**src/rtl/mult_div_if.sv**
```systemverilog
// mult_div_if: operand/result bundle between the multicycle control unit and
// the HI/LO multiply/divide unit.
//   start    : request a new operation (only honoured while the unit is idle)
//   op       : 0 = signed multiply, 1 = signed divide
//   a, b     : operands (multiplicand/dividend, multiplier/divisor)
//   busy     : operation in flight
//   done     : one-cycle completion pulse
//   div_zero : last completed operation was a divide by zero
//   hi, lo   : result pair (product high/low, or remainder/quotient)
interface mult_div_if;
  logic        start;
  logic        op;
  logic [31:0] a;
  logic [31:0] b;
  logic        busy;
  logic        done;
  logic        div_zero;
  logic [31:0] hi;
  logic [31:0] lo;

  modport master (output start, op, a, b,
                  input  busy, done, div_zero, hi, lo);

  modport slave  (input  start, op, a, b,
                  output busy, done, div_zero, hi, lo);
endinterface

```
**src/rtl/mult_div.sv**
```systemverilog
// mult_div: multicycle signed multiply / divide producing the HI/LO pair.
// Operands are reduced to magnitudes on acceptance, a 32-step unsigned
// shift-add multiply or restoring divide runs in CALC, and the signs are
// reapplied in SIGN. Total latency is 33 clocks from the accepting edge.
//   clock : rising-edge clock
//   reset : asynchronous, active-high
//   bus   : mult_div_if slave port (start/op/a/b in; busy/done/div_zero/hi/lo out)
module mult_div (
  input logic     clock,
  input logic     reset,
  mult_div_if.slave bus
);

  typedef enum logic [1:0] {IDLE, CALC, SIGN} state_t;

  state_t      state_q, state_d;
  logic        op_q, op_d;
  logic        sign_a_q, sign_a_d;
  logic        sign_b_q, sign_b_d;
  logic        b_zero_q, b_zero_d;
  // Multiplicand for mult; for div it holds the dividend, which shifts out
  // MSB first while quotient bits shift in at the LSB.
  logic [31:0] abs_a_q, abs_a_d;
  logic [31:0] abs_b_q, abs_b_d;     // divisor magnitude (div only)
  // Mult: {partial product, remaining multiplier bits}.
  // Div : partial remainder in the low 33 bits.
  logic [63:0] acc_q, acc_d;
  logic [5:0]  count_q, count_d;
  logic [31:0] hi_q, hi_d;
  logic [31:0] lo_q, lo_d;
  logic        done_q, done_d;
  logic        div_zero_q, div_zero_d;

  logic [31:0] abs_a_in, abs_b_in;
  logic [32:0] mul_sum;
  logic [32:0] rem_shift;
  logic [32:0] rem_sub;
  logic        rem_ge;
  logic [63:0] prod_signed;

  // |0x80000000| wraps back to 0x80000000, which is the correct unsigned magnitude.
  assign abs_a_in = bus.a[31] ? (32'd0 - bus.a) : bus.a;
  assign abs_b_in = bus.b[31] ? (32'd0 - bus.b) : bus.b;

  // Multiply step: add the multiplicand into the high half when the current
  // multiplier bit (acc LSB) is set, then shift the whole accumulator right.
  assign mul_sum = {1'b0, acc_q[63:32]} + (acc_q[0] ? {1'b0, abs_a_q} : 33'd0);

  // Divide step: bring down the next dividend bit and trial-subtract.
  assign rem_shift = {acc_q[31:0], abs_a_q[31]};
  assign rem_ge    = rem_shift >= {1'b0, abs_b_q};
  assign rem_sub   = rem_shift - {1'b0, abs_b_q};

  assign prod_signed = (sign_a_q ^ sign_b_q) ? (64'd0 - acc_q) : acc_q;

  // NOTE: every *_d gets its hold value first so no path through the case
  // leaves a signal unassigned, which would otherwise infer a latch.
  always_comb begin
    state_d    = state_q;
    op_d       = op_q;
    sign_a_d   = sign_a_q;
    sign_b_d   = sign_b_q;
    b_zero_d   = b_zero_q;
    abs_a_d    = abs_a_q;
    abs_b_d    = abs_b_q;
    acc_d      = acc_q;
    count_d    = count_q;
    hi_d       = hi_q;
    lo_d       = lo_q;
    done_d     = 1'b0;
    div_zero_d = div_zero_q;

    unique case (state_q)
      IDLE: begin
        if (bus.start) begin
          op_d     = bus.op;
          sign_a_d = bus.a[31];
          sign_b_d = bus.b[31];
          b_zero_d = (bus.b == 32'd0);
          abs_a_d  = abs_a_in;
          abs_b_d  = abs_b_in;
          acc_d    = bus.op ? 64'd0 : {32'd0, abs_b_in};
          count_d  = 6'd0;
          state_d  = CALC;
        end
      end

      CALC: begin
        if (!op_q) begin
          acc_d = {mul_sum, acc_q[31:1]};
        end else begin
          acc_d   = {31'd0, (rem_ge ? rem_sub : rem_shift)};
          abs_a_d = {abs_a_q[30:0], rem_ge};
        end
        count_d = count_q + 6'd1;
        if (count_q == 6'd31) state_d = SIGN;
      end

      SIGN: begin
        if (!op_q) begin
          hi_d       = prod_signed[63:32];
          lo_d       = prod_signed[31:0];
          div_zero_d = 1'b0;
        end else if (b_zero_q) begin
          // Divide by zero keeps the previous HI/LO and only raises the flag.
          div_zero_d = 1'b1;
        end else begin
          // Quotient truncates toward zero; remainder follows the dividend sign.
          lo_d       = (sign_a_q ^ sign_b_q) ? (32'd0 - abs_a_q) : abs_a_q;
          hi_d       = sign_a_q ? (32'd0 - acc_q[31:0]) : acc_q[31:0];
          div_zero_d = 1'b0;
        end
        done_d  = 1'b1;
        state_d = IDLE;
      end

      default: state_d = IDLE;
    endcase
  end

  // NOTE: all state, including the datapath registers, is reset so that an
  // aborted operation leaves no trace; non-blocking assignments keep every
  // register updating from the same pre-edge values.
  always_ff @(posedge clock or posedge reset) begin
    if (reset) begin
      state_q    <= IDLE;
      op_q       <= 1'b0;
      sign_a_q   <= 1'b0;
      sign_b_q   <= 1'b0;
      b_zero_q   <= 1'b0;
      abs_a_q    <= 32'd0;
      abs_b_q    <= 32'd0;
      acc_q      <= 64'd0;
      count_q    <= 6'd0;
      hi_q       <= 32'd0;
      lo_q       <= 32'd0;
      done_q     <= 1'b0;
      div_zero_q <= 1'b0;
    end else begin
      state_q    <= state_d;
      op_q       <= op_d;
      sign_a_q   <= sign_a_d;
      sign_b_q   <= sign_b_d;
      b_zero_q   <= b_zero_d;
      abs_a_q    <= abs_a_d;
      abs_b_q    <= abs_b_d;
      acc_q      <= acc_d;
      count_q    <= count_d;
      hi_q       <= hi_d;
      lo_q       <= lo_d;
      done_q     <= done_d;
      div_zero_q <= div_zero_d;
    end
  end

  assign bus.busy     = (state_q != IDLE);
  assign bus.done     = done_q;
  assign bus.div_zero = div_zero_q;
  assign bus.hi       = hi_q;
  assign bus.lo       = lo_q;

endmodule

```
**src/flat_wrapper.sv**
```systemverilog
// flat-port wrapper written by rule: the top's interface ports become plain ports
module mult_div_flat 
  (clock, reset, bus_start, bus_op, bus_a, bus_b, bus_busy, bus_done, bus_div_zero, bus_hi, bus_lo);
  mult_div_if bus_i ();
  input logic clock;
  input logic reset;
  input wire logic [$bits(bus_i.start)-1:0] bus_start;
  input wire logic [$bits(bus_i.op)-1:0] bus_op;
  input wire logic [$bits(bus_i.a)-1:0] bus_a;
  input wire logic [$bits(bus_i.b)-1:0] bus_b;
  output wire logic [$bits(bus_i.busy)-1:0] bus_busy;
  output wire logic [$bits(bus_i.done)-1:0] bus_done;
  output wire logic [$bits(bus_i.div_zero)-1:0] bus_div_zero;
  output wire logic [$bits(bus_i.hi)-1:0] bus_hi;
  output wire logic [$bits(bus_i.lo)-1:0] bus_lo;
  assign bus_i.start = bus_start;
  assign bus_i.op = bus_op;
  assign bus_i.a = bus_a;
  assign bus_i.b = bus_b;
  assign bus_busy = bus_i.busy;
  assign bus_done = bus_i.done;
  assign bus_div_zero = bus_i.div_zero;
  assign bus_hi = bus_i.hi;
  assign bus_lo = bus_i.lo;
  mult_div u_core (.clock(clock), .reset(reset), .bus(bus_i));
endmodule
```
**config.mk**
```make
export PLATFORM = sky130hd
export DESIGN_NAME = mult_div_flat
export DESIGN_NICKNAME = d
export VERILOG_FILES = /design/src/rtl/mult_div_if.sv /design/src/rtl/mult_div.sv /design/src/flat_wrapper.sv
export SDC_FILE = /design/constraint.sdc
export NUM_CORES = 1
export LEC_CHECK = 0
export ABC_AREA = 1
export CORE_UTILIZATION = 50
export CTS_CLUSTER_SIZE = 25
export DETAILED_ROUTE_END_ITERATION = 8
export HOLD_SLACK_MARGIN = 0.02
export PLACE_DENSITY = 0.66
export RECOVER_POWER = 50
export SYNTH_ARGS = -nofsm -noshare
export SYNTH_HDL_FRONTEND = slang
export SYNTH_SLANG_ARGS = --single-unit
```
**constraint.sdc**
```tcl
create_clock -name clock -period 10.4 [get_ports clock]
set_clock_uncertainty 0.1 [all_clocks]
set_input_delay 2.08 -clock clock [delete_from_list [all_inputs] [get_ports clock]]
set_output_delay 2.08 -clock clock [all_outputs]
set_load 0.02 [all_outputs]
```
==> metrics.yaml <==
cts_setup_buffers: 0
syn_area_sq_mm: 0.01981
whs_path_depth: 2
tns_ns: 0
grt_pass1_vias: 20816
crit_type: "register to register"
die_width_microns: 201.1
via_per_inst: 5.968
drt-initial-drc-count: 3385
root_buffer: "clkbuf_16"
pin_count: 135
final_nets: 3493
place.gp.congestion: 1.037
startpoint_type: "register"
cts_tree: "yes"
syn_to_final_growth_pct: 11.82
final_common_cell: "nand2_1"
utilization_pct: 57.06
rows: 72
relSlewSlack_pct: -312.8
synthFlopType: "dfrtp_1"
fin_hold_ws_ns: 0.3850
wl_microns: 80550
setup_viol_count_final: 0
vdd_drop_max_mv: 0.1791
fmax_mhz: 136.4
synth_seq_cells: 206
wl_per_cell_microns: 20.72
rr_worst_depth: 8
worst-path-max-fanout: 73
crit_top_cell: "nand2_1"
worst_slew_pin_slew_ns: 6.192
die_area_sq_mm: 0.04043
violations: "max-capacitance violations, max-slew violations"
start_util_pct: 51.03
async_reset_ff_share_pct: 100.0
finalHoldViolations: 0
synth_enable_flop_cells: 0
fin_ws_ns: 3.070
insertion_delay_ns: 0.57
clkSinkCount: 206
clockBufferDepth: 3
finalCritPeriodShare_pct: 70.48
min_period_ns: 7.330
total_power_w: 0.007920
postRouteAntennaNets: 0
yosys_warnings: 0
syn_avg_cell_area_sq_um: 6.022
cp.arrival_ns: 7.67
path_cells: "clkbuf_1 -> nand2_1 -> nand2_1 -> clkbuf_1 -> inv_1 -> clkbuf_1 -> nand2_1 -> nand2_1"
run_status: "complete, but fails checks"
slowest_stage: "clkbuf_1"
num_vias: 23202
drc: 0
cp.required_ns: 10.74
cts_resized: 0
cts_buffers: 24
max_stage_delay_ns: 1.84
grt_max_degree: 132
synthCells: 3290
globalRouteTotalUtil_pct: 39.07
seq_area_frac_synth_pct: 26.02
clkSlewWorstSetupHoldPaths_ns: 0.06
die_h_microns: 201.1
overflow: 0
drv_cap: 7
endpoint_kind: "register"
drive_gt1_share_pct: 4.541
synth_fp_nets: 3429
synth_cell_types: 54
core_sq_mm: 0.03883
io_buffers: 134
mostFrequentLayoutCells: "960 x nand2_1, 420 x nor2_1, 400 x inv_1"
dpl.hpwl_microns: 62920
hold_buffers: 0
dp_slack_ns: 5.303
antenna_found_initial: 1
drv_slew: 481
grt_pass1_wl_microns: 122000
hold_class: "register to register"
p_leak_nw: 10.74
cellPowerDensity_mw_per_mm2: 357.5
rsz0062_at_grt: "false"
drtPass1Iterations: 6
ctsHtreeMaxLevel: 1
-- metrics by stage --
stage,instances,instance area [sq um]
global route,3887,22150
detailed placement,3846,21430
global placement,3846,21430
finish,3888,22160
floorplan,3290,19810
CTS,3887,22200
-- final cells by class --
class                   count  area, sq um
diodes                      1        2.502
clock buffers              34        678.2
clock inverters             7        91.34
fillers                  3964        16670
inverters                 417         1568
multi-input cells        2552        12560
flip-flops and latches    206         5155
well taps                 518        648.1
repair buffers            153         1454
-- path summary, 6_finish.rpt --
check,endpoint,slack (ns),start
max in group asynchronous,u_core.abs_b_q[3],3.71,reset
hold reg to reg,u_core.bus.lo[23],0.39,u_core.bus.lo[23]
hold / removal,u_core.bus.lo[23],0.39,u_core.bus.lo[23]
setup / recovery,u_core.bus.lo[31],3.07,u_core.op_q
setup reg to reg,u_core.bus.lo[31],3.07,u_core.op_q
min in group asynchronous,u_core.acc_q[47],3.59,reset
-- report_power, final --
| group | internal, W | total [W] | switching (W) |
|---|---|---|---|
| sequential | 0.00114 | 0.00161 | 0.000469 |
| combinational | 0.00169 | 0.00545 | 0.00377 |
| clock | 0.000480 | 0.000856 | 0.000376 |
| total | 0.00331 | 0.00792 | 0.00461 |
-- worst max-delay path: cells and delay by family, from the launching register on --
family	cells	cell delay (ns)
flip-flops	1	0.32
buffers and inverters	4	5.66
AND/OR/NAND/NOR	4	1.04
-- cells by family (layout without fill, tap and decap cells) --
| kind of cell | after synthesis | in the layout | share of synthesized area (%) |
|---|---|---|---|
| flops | 206 | 206 | 26.02 |
| fa+ha+maj | 71 | 71 | 4.560 |
| buf+inv | 532 | 611 | 10.60 |
| simple gates | 1832 | 1832 | 39.74 |
| compound gates | 597 | 597 | 16.79 |
| other cells | 0 | 1 | 0 |
| xor+xnor | 52 | 52 | 2.299 |
-- cells in the mapped netlist (20+ instances only) --
cell type  number  area share, %
nand2_1       960             18
nor2_1        420            8.0
inv_1         402            7.6
nand3_1       291            7.4
a21oi_1       234            5.9
o21ai_0       209            5.3
dfrtp_1       206             26
ha_1           69            4.4
clkbuf_1       55            1.0
xor2_1         38            1.7
o211ai_1       37            1.4
buf_2          31           0.78
nand4_1        29           0.92
nor3_1         28           0.71
a31oi_1        27           0.85
nand3_2        22            1.1
buf_1          20           0.38
-- layer usage --
layer | track usage (%) | up-vias | part of all wire (%)
li1 | - | 10791 | -
met1 | 57.23 | 10814 | 42
met2 | 55.25 | 1442 | 40
met3 | 10.65 | 153 | 14
met4 | 11.50 | 2 | 3.2
met5 | 1.548 | - | 0.11
-- flip-flops by register name, indices dropped and copies added (netlist names), 2 cells and up --
signal          count
u_core.bus.lo      32
u_core.state_q      2
u_core.bus.hi      32
u_core.count_q      6
u_core.abs_a_q     32
u_core.abs_b_q     32
u_core.acc_q       64
(Power assumes the default switching activity.)
